==> src/rtl/mips_pkg.sv <==
// mips_pkg: shared encodings for the unified memory arbiter.
// Owner codes tag which pipeline stage a bus access belongs to.
package mips_pkg;
    typedef enum logic [1:0] {
        IDLE    = 2'd0,
        BUSY_IF = 2'd1,
        BUSY_DM = 2'd2,
        RESP    = 2'd3
    } uma_state_e;
    localparam logic OWNER_IF = 1'b0;
    localparam logic OWNER_DM = 1'b1;
endpackage

==> src/rtl/unified_mem_arbiter_if.sv <==
// unified_mem_arbiter_if: pipeline-side IF/MEM requests and memory-side req/ready bus.
// master is the arbiter's view; slave is the pipeline plus memory model.
interface unified_mem_arbiter_if #(
    parameter int ADDR_W = 32,
    parameter int DATA_W = 32
);
    logic              if_req;
    logic [ADDR_W-1:0] if_addr;
    logic              if_flush;
    logic [DATA_W-1:0] if_rdata;
    logic              if_done;
    logic              if_stall;
    logic              dm_req;
    logic              dm_we;
    logic [ADDR_W-1:0] dm_addr;
    logic [DATA_W-1:0] dm_wdata;
    logic [DATA_W-1:0] dm_rdata;
    logic              dm_done;
    logic              dm_stall;
    logic              bus_req;
    logic              bus_we;
    logic [ADDR_W-1:0] bus_addr;
    logic [DATA_W-1:0] bus_wdata;
    logic [DATA_W-1:0] bus_rdata;
    logic              bus_ready;
    logic              bus_err;
    modport master (
        input  if_req, if_addr, if_flush, dm_req, dm_we, dm_addr, dm_wdata, bus_rdata, bus_ready,
        output if_rdata, if_done, if_stall, dm_rdata, dm_done, dm_stall,
               bus_req, bus_we, bus_addr, bus_wdata, bus_err
    );
    modport slave (
        output if_req, if_addr, if_flush, dm_req, dm_we, dm_addr, dm_wdata, bus_rdata, bus_ready,
        input  if_rdata, if_done, if_stall, dm_rdata, dm_done, dm_stall,
               bus_req, bus_we, bus_addr, bus_wdata, bus_err
    );
endinterface

==> src/rtl/unified_mem_arbiter.sv <==
// unified_mem_arbiter: shares one single-port memory between IF fetches and MEM loads/stores.
// Define UMA_TIMEOUT_EN to add the BUSY timeout counter and sticky bus_err.
module unified_mem_arbiter
    import mips_pkg::*;
#(
    parameter int ADDR_W = 32,
    parameter int DATA_W = 32
`ifdef UMA_TIMEOUT_EN
    , parameter int TIMEOUT_CYCLES = 255
`endif
) (
    input  logic                  clk,
    input  logic                  rst,
    unified_mem_arbiter_if.master mb
);
    uma_state_e        r_state, w_next;
    logic              r_owner, r_drop, w_busy, w_timeout, w_done;
    logic [DATA_W-1:0] r_if_rdata, r_dm_rdata;
    logic [ADDR_W-1:0] w_addr;

    assign w_busy = (r_state == BUSY_IF) || (r_state == BUSY_DM);
    assign w_done = mb.bus_ready || w_timeout;

    // MEM wins ties: it holds the older instruction.
    always_comb begin
        w_next = r_state;
        if (r_state == IDLE)
            w_next = mb.dm_req ? BUSY_DM : (mb.if_req && !mb.if_flush) ? BUSY_IF : IDLE;
        else if (r_state == RESP)
            w_next = IDLE;
        else if (w_done)
            w_next = RESP;
    end

    always_ff @(posedge clk) begin
        if (rst) begin
            r_state    <= IDLE;
            r_owner    <= OWNER_IF;
            r_drop     <= 1'b0;
            r_if_rdata <= '0;
            r_dm_rdata <= '0;
        end else begin
            r_state <= w_next;
            if (r_state == IDLE) r_owner <= mb.dm_req ? OWNER_DM : OWNER_IF;
            r_drop <= (r_state == RESP) ? 1'b0 : r_drop | ((r_state == BUSY_IF) && mb.if_flush);
            if ((r_state == BUSY_IF) && w_done) r_if_rdata <= mb.bus_ready ? mb.bus_rdata : '0;
            if ((r_state == BUSY_DM) && w_done) r_dm_rdata <= mb.bus_ready ? mb.bus_rdata : '0;
        end
    end

    assign w_addr       = (r_state == BUSY_DM) ? mb.dm_addr : (r_state == BUSY_IF) ? mb.if_addr : '0;
    assign mb.bus_addr  = w_addr;
    assign mb.bus_req   = w_busy;
    assign mb.bus_we    = (r_state == BUSY_DM) && mb.dm_we;
    assign mb.bus_wdata = (r_state == BUSY_DM) ? mb.dm_wdata : '0;
    // A flush seen during the access or in the response cycle swallows the fetch result.
    assign mb.if_done   = (r_state == RESP) && (r_owner == OWNER_IF) && !r_drop && !mb.if_flush;
    assign mb.dm_done   = (r_state == RESP) && (r_owner == OWNER_DM);
    assign mb.if_rdata  = r_if_rdata;
    assign mb.dm_rdata  = r_dm_rdata;
    assign mb.if_stall  = mb.if_req && !mb.if_done && !rst;
    assign mb.dm_stall  = mb.dm_req && !mb.dm_done && !rst;

`ifdef UMA_TIMEOUT_EN
    localparam int CW = $clog2(TIMEOUT_CYCLES + 1);
    logic [CW-1:0] r_tcnt;
    logic          r_err;
    assign w_timeout = w_busy && !mb.bus_ready && (r_tcnt == CW'(TIMEOUT_CYCLES - 1));
    always_ff @(posedge clk) begin
        if (rst) begin
            r_tcnt <= '0;
            r_err  <= 1'b0;
        end else begin
            r_tcnt <= !w_busy ? '0 : mb.bus_ready ? r_tcnt : r_tcnt + 1'b1;
            if (w_timeout) r_err <= 1'b1;
        end
    end
    assign mb.bus_err = r_err;
`else
    assign w_timeout  = 1'b0;
    assign mb.bus_err = 1'b0;
`endif
endmodule

==> src/flat_wrapper.sv <==
// flat-port wrapper written by rule: the top's interface ports become plain ports
module unified_mem_arbiter_flat import mips_pkg::*;
#(
    parameter int ADDR_W = 32,
    parameter int DATA_W = 32

)
  (clk, rst, mb_if_req, mb_if_addr, mb_if_flush, mb_dm_req, mb_dm_we, mb_dm_addr, mb_dm_wdata, mb_bus_rdata, mb_bus_ready, mb_if_rdata, mb_if_done, mb_if_stall, mb_dm_rdata, mb_dm_done, mb_dm_stall, mb_bus_req, mb_bus_we, mb_bus_addr, mb_bus_wdata, mb_bus_err);
  unified_mem_arbiter_if #(.ADDR_W(ADDR_W), .DATA_W(DATA_W)) mb_i ();
  input  logic clk;
  input  logic rst;
  input wire logic [$bits(mb_i.if_req)-1:0] mb_if_req;
  input wire logic [$bits(mb_i.if_addr)-1:0] mb_if_addr;
  input wire logic [$bits(mb_i.if_flush)-1:0] mb_if_flush;
  input wire logic [$bits(mb_i.dm_req)-1:0] mb_dm_req;
  input wire logic [$bits(mb_i.dm_we)-1:0] mb_dm_we;
  input wire logic [$bits(mb_i.dm_addr)-1:0] mb_dm_addr;
  input wire logic [$bits(mb_i.dm_wdata)-1:0] mb_dm_wdata;
  input wire logic [$bits(mb_i.bus_rdata)-1:0] mb_bus_rdata;
  input wire logic [$bits(mb_i.bus_ready)-1:0] mb_bus_ready;
  output wire logic [$bits(mb_i.if_rdata)-1:0] mb_if_rdata;
  output wire logic [$bits(mb_i.if_done)-1:0] mb_if_done;
  output wire logic [$bits(mb_i.if_stall)-1:0] mb_if_stall;
  output wire logic [$bits(mb_i.dm_rdata)-1:0] mb_dm_rdata;
  output wire logic [$bits(mb_i.dm_done)-1:0] mb_dm_done;
  output wire logic [$bits(mb_i.dm_stall)-1:0] mb_dm_stall;
  output wire logic [$bits(mb_i.bus_req)-1:0] mb_bus_req;
  output wire logic [$bits(mb_i.bus_we)-1:0] mb_bus_we;
  output wire logic [$bits(mb_i.bus_addr)-1:0] mb_bus_addr;
  output wire logic [$bits(mb_i.bus_wdata)-1:0] mb_bus_wdata;
  output wire logic [$bits(mb_i.bus_err)-1:0] mb_bus_err;
  assign mb_i.if_req = mb_if_req;
  assign mb_i.if_addr = mb_if_addr;
  assign mb_i.if_flush = mb_if_flush;
  assign mb_i.dm_req = mb_dm_req;
  assign mb_i.dm_we = mb_dm_we;
  assign mb_i.dm_addr = mb_dm_addr;
  assign mb_i.dm_wdata = mb_dm_wdata;
  assign mb_i.bus_rdata = mb_bus_rdata;
  assign mb_i.bus_ready = mb_bus_ready;
  assign mb_if_rdata = mb_i.if_rdata;
  assign mb_if_done = mb_i.if_done;
  assign mb_if_stall = mb_i.if_stall;
  assign mb_dm_rdata = mb_i.dm_rdata;
  assign mb_dm_done = mb_i.dm_done;
  assign mb_dm_stall = mb_i.dm_stall;
  assign mb_bus_req = mb_i.bus_req;
  assign mb_bus_we = mb_i.bus_we;
  assign mb_bus_addr = mb_i.bus_addr;
  assign mb_bus_wdata = mb_i.bus_wdata;
  assign mb_bus_err = mb_i.bus_err;
  unified_mem_arbiter #(.ADDR_W(ADDR_W), .DATA_W(DATA_W)) u_core (.clk(clk), .rst(rst), .mb(mb_i));
endmodule
==> config.mk <==
export PLATFORM = sky130hd
export DESIGN_NAME = unified_mem_arbiter_flat
export DESIGN_NICKNAME = d
export VERILOG_FILES = /design/src/rtl/mips_pkg.sv /design/src/rtl/unified_mem_arbiter_if.sv /design/src/rtl/unified_mem_arbiter.sv /design/src/flat_wrapper.sv
export SDC_FILE = /design/constraint.sdc
export NUM_CORES = 1
export LEC_CHECK = 0
export CORE_AREA = 2 2 105 107
export CTS_CLUSTER_SIZE = 10
export DETAILED_ROUTE_END_ITERATION = 10
export DIE_AREA = 0 0 107 109
export PLACE_DENSITY_LB_ADDON = 0.3
export SLEW_MARGIN = 20
export SYNTH_ARGS = -nofsm -noshare
export SYNTH_HDL_FRONTEND = slang
export SYNTH_SLANG_ARGS = --single-unit
==> constraint.sdc <==
create_clock -name clk -period 1.85 [get_ports clk]
set_input_delay 0.4625 -clock clk [delete_from_list [all_inputs] [get_ports clk]]
set_output_delay 0.4625 -clock clk [all_outputs]
set_load 0.05 [all_outputs]
# Word level (Yosys, flattened, before mapping)
# Index checks and enable logic that the tools add are counted.
# word_totals
reg_bits	68
output_inout_bits	135
# op_classes
n_eq_ne	3
muxes	10
bitwise	2
reduce_logical	22
# op_table
op	n
32-bit two-way mux	4
1-bit logical AND	13
2-bit two-way mux	4
1-bit zero test	5
2-bit equality test (second input constant)	2
3-bit nonzero test	1
2-bit by 1-bit equality test with 1-bit output (second input constant)	1
2-bit zero test	1
1-bit two-way mux	2
2-bit OR reduction	1
1-bit logical OR	1
1-bit NOT	1
1-bit bitwise OR	1

# Longest topological paths before layout
# Gate-level depths: netlist of the first run.
# logic_depth
depth_word	7
mapped_depth	7
depth_no_buf	5

# Least setup slack after synthesis of the first run
# No wires, ideal clock.
# synth_path
path_type	register to output
start	register u_core.r_state[0]
end	output mb_if_stall
arrival_ps	2941
required_time_ps	1387
setup_slack_ps	-1553
stages_incl_launch_ff	4
n_path_buf	0
path_cell_list	dfxtp_1 -> ha_1 -> nor4b_1 -> nor3b_1
# synth_via
elab_chain_cells	7
# synth_rtl
item	line_no	rtl
from (decl)	unified_mem_arbiter.sv:16	uma_state_e r_state, w_next;
from (signal assigned)	unified_mem_arbiter.sv:43	r_state <= w_next;
2-bit equality test	unified_mem_arbiter.sv:57	assign mb.if_done = (r_state == RESP) && (r_owner == OWNER_IF) && !r_drop && !mb.if_flush;
1-bit logical AND (3 in series)	unified_mem_arbiter.sv:57	
via mb_if_done	flat_wrapper.sv:22	output wire logic [$bits(mb_i.if_done)-1:0] mb_if_done;
1-bit zero test	unified_mem_arbiter.sv:61	assign mb.if_stall = mb.if_req && !mb.if_done && !rst;
1-bit logical AND (2 in series)	unified_mem_arbiter.sv:61	
to (decl)	flat_wrapper.sv:23	output wire logic [$bits(mb_i.if_stall)-1:0] mb_if_stall;
# The timed path passes the listed nets, and every way through them passes these cells.

# Final worst setup path of the first run
# layout_path
start	register u_core.r_state[1]
end	output mb_bus_addr[9]
# layout_via
elab_chain_cells	3
word_cells_on_any_way	4
classes_between	2 x eq/ne; 2 x mux
# layout_rtl
item	line_no	rtl
2-bit by 1-bit equality test with 1-bit output	unified_mem_arbiter.sv:51	assign w_addr = (r_state == BUSY_DM) ? mb.dm_addr : (r_state == BUSY_IF) ? mb.if_addr : '0;
32-bit two-way mux	unified_mem_arbiter.sv:51	
32-bit two-way mux (*)	unified_mem_arbiter.sv:51	
to (decl)	flat_wrapper.sv:29	output wire logic [$bits(mb_i.bus_addr)-1:0] mb_bus_addr;
# Mark *: on every way between the ends. The rest lies on a longest branch, timed or not.

==> results of run 1 <==
[per-layer routing]
metal | track usage | part of all wire | wire length [um] | up-vias
met5 | 0 | 0 | 0 | -
met4 | 0.0918 | 0.026 | 382 | 0
met3 | 0.0789 | 0.081 | 1200 | 20
met2 | 0.467 | 0.54 | 8060 | 171
met1 | 0.247 | 0.35 | 5170 | 1802
li1 | - | - | - | 1830
[final cells by class]
| cell class | instances | area, um2 | share of cell area |
|---|---|---|---|
| Timing Repair Buffer | 293 | 3360 | 0.491 |
| Multi-Input combinational cell | 284 | 1700 | 0.248 |
| Sequential cell | 68 | 1360 | 0.200 |
| Tap cell | 140 | 175 | 0.0256 |
| Clock buffer | 11 | 141 | 0.0207 |
| Clock inverter | 5 | 75.1 | 0.0110 |
| Inverter | 4 | 15.0 | 0.00220 |
| Antenna cell | 3 | 7.51 | 0.00110 |
[how the worst max path moves through the flow]
stage          slack (ns)         endpoint              start  cells after the start
2_1_floorplan       -0.15      mb_if_stall                rst                      3
6_report            -0.29   mb_bus_addr[9]  u_core.r_state[1]                      6
4_1_cts             -0.35  mb_bus_addr[31]  u_core.r_state[1]                      7
3_5_place_dp        -0.18       mb_if_done        mb_if_flush                      4
5_1_grt             -0.33   mb_bus_addr[9]  u_core.r_state[1]                      6
3_3_place_gp        -0.14       mb_if_done        mb_if_flush                      4
[cells in the mapped netlist]
library cell / count
a21oi_1: 68
a22o_1: 31
and2_1: 36
buf_1: 6
buf_2: 7
buf_4: 7
clkbuf_1: 13
conb_1: 1
dfxtp_1: 68
ha_1: 4
inv_1: 4
nand2_1: 133
nand2b_1: 1
nand4_1: 1
nor2_1: 1
nor2b_1: 1
nor3_1: 2
nor3b_1: 1
nor4b_1: 1
o21ai_0: 3
[repair_timing]
action                                 4_1_cts  5_1_grt
pin swaps                                    3        3
setup buffers                                5        0
cloned                                       5        0
gates resized for setup                     87       19
setup endpoints to repair                   69       68
endpoints found under the hold margin        0        0
[through the flow]
step	util	cell area, um2
final	0.644	6830
after CTS	0.641	6800
after global placement	0.580	6150
after global routing	0.644	6830
after floorplan	-	3100
after detailed placement	0.580	6150
[power by group]
part	internal [W]	switching [W]	total, W
combinational	0.00108	0.00122	0.00230
sequential	0.00153	0.0000389	0.00157
clock	0.000789	0.000547	0.00134
total	0.00339	0.00181	0.00520
[cells by family (layout without fill, tap and decap cells)]
kind of cell,after synthesis,in the layout
buf+inv,37,313
flops,68,68
compound gates,102,102
fa+ha+maj,4,4
simple gates,177,177
other cells,1,4
[worst max-delay path: stages, from the launching register on]
cell and delay, ns:
dfxtp_2 0.34, buf_6 0.12, ha_4 0.18, nor2b_4 0.18
buf_12 0.17, a22o_2 0.19, buf_8 0.15
[sequential cells by signal (all words and copies together), names as in the netlist]
register and cells:
u_core.r_state 2, u_core.r_owner 1, u_core.mb.if_rdata 32, u_core.r_drop 1, u_core.mb.dm_rdata 32
==> out/qor.txt, run 1 <==
run status - finished, violations left
failing checks - negative setup slack
Synthesized Nets - 528
via/cell ratio - 4.73
mux share of post-synthesis cell area - 0
die height - 109 um
Congestion Overflow GR - 0
Hold Path Depth - 2
largest family of logic cells by synthesized area - simple AND/OR/NAND/NOR gates
reg2reg start - u_core.r_state[1]
first-pass detailed-route iteration total - 5
WHS - 0.455 ns
final setup fails - 68
worst hold start - u_core.mb.dm_rdata[28]
num ports - 270
fraction of layout cells with a size suffix above 1 - 0.379
CTS tree - built
Routed Antenna Nets - 0
Seq/Total Area, Yosys - 0.455
most frequent cells in the layout - clkdlybuf4s50_1, nand2_1, buf_4
Worst Reg-to-Reg Cells - 9
Wirelength per Cell - 18.3 um
Compound-Gate Fraction of Synth Area - 0.210
GP Congestion - 0.873
peak supply drop - 514 uV
CORE AREA - 0.0106 mm2
largest fanout on the critical path - 16
die area - 0.0117 mm2
most common cell after layout, fill and taps aside - clkdlybuf4s50_1
placed insts - 781
Critical Path End Type - output pin
WL final - 14800 um
clock latency on the worst-skew pair - 0.34 ns
startpoint types - flip-flop
Setup Total Neg Slack - -13.80 ns
total CTS buffers - 9
Synth warnings - 0
Final Power - 0.00520 W
H-tree depth - 3
MaxCap Viol Count - 0
Final HPWL DP - 11400 um
Synth top area share - 0.455
Slew Viols, Final - 0
Seq cells post-synth - 68
routed via count - 3823
Max Root-Sink Buffers - 2
Post-Synth Adder-Cell Area - 0.0167
Tmin final - 2.14 ns
nets@finish - 799
cell accounting for the most synthesized area - dfxtp_1
RSZ-0062 raised after global routing - yes
WS Path Type - flip-flop to output pin
largest net degree at the start of global routing - 69
Num Clock Sinks - 68
area of the mapped netlist - 0.00299 mm2
Filler Cell Count - 845
initial core utilization - 0.282
Worst Hold Path EP - u_core.mb.dm_rdata[28]
ranking of synthesized cells by area - dfxtp_1, nand2_1, a21oi_1
syn_area_per_cell - 7.68 um2
antenna violations before repair - 3
Final Hold Viols - 0
r2r endpoint - u_core.mb.dm_rdata[23]
DP Worst Slack - -0.185 ns
Area Overhead vs Synth - 129%
critical path data arrival time - 1.67 ns
Worst EP required - 1.39 ns
period utilisation layout - 1.16
pwr dens - 761 mW/mm2
R2R setup slack - 0.16 ns
fmax - 0.468 GHz
XOR/XNOR share of the synthesized area - 0
hold_buf cts - 0
simple-gate share of the synthesized area - 0.259
Finished Layout Cells - 808
Clock transition at path regs - 0.07 ns
Pleak - 2.81 nW
root buf cell - clkbuf_8
first-pass GRT wire length - 21200 um
Cell variety after synth - 20
Site Rows - 38
clk_skew - 0.00459 ns
worst hold path class - flip-flop to flip-flop
All-Layer GR Usage - 0.245
Syn Inst Count - 389
Buffers on Ports - 268
DRT iter0 DRCs - 141
DRC - 0
die span in x - 107 um
vias in the first global route - 3818
PnR worst setup slack - -0.287 ns
No activity file was read; power rests on OpenSTA's default activity.
==> run 2: changes to the inputs <==
- CORE_AREA: 2 2 105 107 -> not set
- CORE_MARGIN: not set -> 3
- CORE_UTILIZATION: not set -> 31
- DIE_AREA: 0 0 107 109 -> not set
- TNS_END_PERCENT: not set -> 100
==> run 2 against run 1 <==
- the run still ends with negative setup slack left
- power is 9.8% higher
- via count grew 4.1%
- combinational power increased by 13%
- global-route usage up 4.7 points
- flip-flop and latch count unchanged
- sequential share of layout area decreased by 1.3 points
- clock power rose by 15%
- final cell count shrank 0.50%
- register-to-register slack lost 0.08 ns
- critical path depth did not move
- design area increased by 7.3%
- count of clock-buffer cells in the layout unchanged
==> out/qor.txt, run 2 (synthesis results as in run 1) <==
run status - finished, violations left
failing checks - negative setup slack
hold_buf cts - 0 (unchanged)
crit path cell chain - inv_4 -> ha_4 -> nor2b_4 -> buf_6 -> a22o_2 -> buf_12
WS Path Type - flip-flop to output pin
via/cell ratio - 4.95 (+4.6%)
clock latency on the worst-skew pair - 0.34 ns (about the same)
Critical Path End Type - output pin
WHS - 0.459 ns (+0.00403 ns)
antenna violations before repair - 5 (+2)
vias in the first global route - 4011 (+5.1%)
crit path from - u_core.r_state[0]
Slew Viols, Final - 0 (unchanged)
combinational fraction of design power - 0.456 (+0.014)
Clock power frac - 0.269 (+0.012)
first-pass detailed-route iteration total - 5 (unchanged)
GP Congestion - 0.889 (+1.8%)
final setup fails - 69 (+1.5%)
DRT iter0 DRCs - 239 (+70%)
Worst EP required - 1.39 ns (about the same)
DRC - 0 (unchanged)
root buf cell - clkbuf_8
peak supply drop - 671 uV (+30%)
RSZ-0062 raised after global routing - yes
routed via count - 3980 (+4.1%)
die height - 104 um (-4.4%)
Clock transition at path regs - 0.07 ns (about the same)
die area - 0.0109 mm2 (-6.9%)
most frequent cells in the layout - nand2_1, clkdlybuf4s50_1, buf_12
WL final - 17700 um (+19%)
Congestion Overflow GR - 0 (unchanged)
startpoint types - flip-flop
Final HPWL DP - 11600 um (+2.2%)
Setup Total Neg Slack - -18.61 ns (-4.80 ns)
die span in x - 104 um (-2.6%)
Routed Antenna Nets - 0 (unchanged)
period utilisation layout - 1.19 (+0.0387)
worst hold path class - flip-flop to flip-flop
critical path data arrival time - 1.75 ns (+0.08 ns)
CTS tree - built
Final Util - 0.789 (+0.145)
largest fanout on the critical path - 7 (-9)
CORE AREA - 0.00928 mm2 (-12%)
Pleak - 3.01 nW (+7.1%)
Area Overhead vs Synth - 145%
initial core utilization - 0.322 (+0.0400)
Tmin final - 2.21 ns (+0.0716 ns)
placed instance area - 0.00648 mm2 (+5.3%)
Int Pwr - 0.00378 W (+11%)
delay of the slowest critical-path stage - 0.39 ns (+0.05 ns)
H-tree depth - 3 (unchanged)
num ports - 270 (unchanged)
Site Rows - 35 (-7.9%)
CP delay by family, top - flip-flops
pwr dens - 779 mW/mm2 (+2.4%)
total net switching power - 0.00194 W (+7.1%)
total CTS buffers - 9 (unchanged)
Slowest cell on crit path - dfxtp_4
reg2reg start - u_core.r_state[0]
Buffers on Ports - 268 (unchanged)
PnR worst setup slack - -0.359 ns (-0.0716 ns)
All-Layer GR Usage - 0.292 (+0.0470)
Buf+Inv Stages, Crit Path - 3 (unchanged)
fmax - 0.453 GHz (-3.2%)
design area - 0.00733 mm2 (+7.3%)
MaxCap Viol Count - 0 (unchanged)
Wirelength per Cell - 22.0 um (+20%)
largest net degree at the start of global routing - 60 (-13%)
nets@finish - 805 (+0.75%)
worst hold start - u_core.mb.dm_rdata[30]
clk_skew - 0.00551 ns (+0.000915 ns)
first-pass GRT wire length - 24400 um (+15%)
Max Root-Sink Buffers - 2 (unchanged)
Final Hold Viols - 0 (unchanged)
fraction of layout cells with a size suffix above 1 - 0.386 (+0.00704)
Slew Limit Headroom - 0.602
Num Clock Sinks - 68 (unchanged)
sw frac - 0.339 (-0.00859)
Slew @ Worst Pin - 0.597 ns
sequential share of power - 0.275 (-0.026)
-- run 2: cell count changes in the layout (fill, tap and decap cells not counted), sizes merged --
cell      previous run  this run
clkbuf              11        16
clkinv               3         0
buf                159       161
bufbuf               1         0
bufinv               2         3
clkinvlp             0         1
diode                3         4
inv                  4         5
-- run 2: timing repair --
action / CTS / global route
cloned: 5 / 5
gates resized for setup: 54 / 27
endpoints found under the setup margin: 69 / 74
pin swaps: 3 / 2
buffers inserted: 8 / 4
endpoints found under the hold margin: 0 / 0
-- run 2: worst register-to-register path: stages (launching register included) --
cell and delay (ns):
dfxtp_4 0.39, inv_4 0.05, ha_4 0.18, buf_6 0.13, buf_16 0.12, buf_8 0.13
buf_4 0.14, and2_4 0.17, clkbuf_16 0.18, nand2_1 0.08, a21oi_1 0.06
-- run 2: layer usage --
metal / routed length [um] / part of all wire / global-route usage / vias up
met1: 6110 / 0.35 / 0.308 / 1905
met4: 815 / 0.046 / 0.144 / 2
met3: 1370 / 0.077 / 0.0826 / 40
met5: 11 / 0.00062 / 0 / -
met2: 9360 / 0.53 / 0.528 / 189
li1: - / - / - / 1844
-- run 2: power groups by stage --
| stage | clock, W | sequential (W) | combinational [W] |
|---|---|---|---|
| floorplan | 0 | 0.00178 | 0.000887 |
| global placement | 0 | 0.00159 | 0.00221 |
| detailed placement | 0 | 0.00160 | 0.00223 |
| CTS | 0.00157 | 0.00157 | 0.00245 |
| global route | 0.00163 | 0.00158 | 0.00268 |
| finish | 0.00154 | 0.00157 | 0.00260 |
-- run 2: layout make-up --
| class | instances | area (um2) |
|---|---|---|
| timing repair buffer | 299 | 3710 |
| tap | 129 | 161 |
| fill | 576 | 1960 |
| antenna | 4 | 10.0 |
| sequential | 68 | 1370 |
| inverter | 4 | 17.5 |
| clock inverter | 5 | 106 |
| clock buffer | 11 | 151 |
| multi-input combinational | 284 | 1800 |
-- run 2: final timing paths --
check	to	cells past startpoint	slack (ns)
worst max-delay path	mb_bus_addr[26]	6	-0.36
worst min-delay path	u_core.mb.dm_rdata[30]	2	0.46
worst max register to register	u_core.mb.dm_rdata[27]	10	0.08
worst min register to register	u_core.mb.dm_rdata[30]	2	0.46
-- run 2: stage by stage --
step	setup slack (ns)	std cells	total power, W
detailed placement	-0.135	764	0.00383
global route	-0.422	804	0.00588
finish	-0.359	804	0.00571
CTS	-0.303	793	0.00558
global placement	-0.128	764	0.00381
floorplan	-0.150	389	0.00266
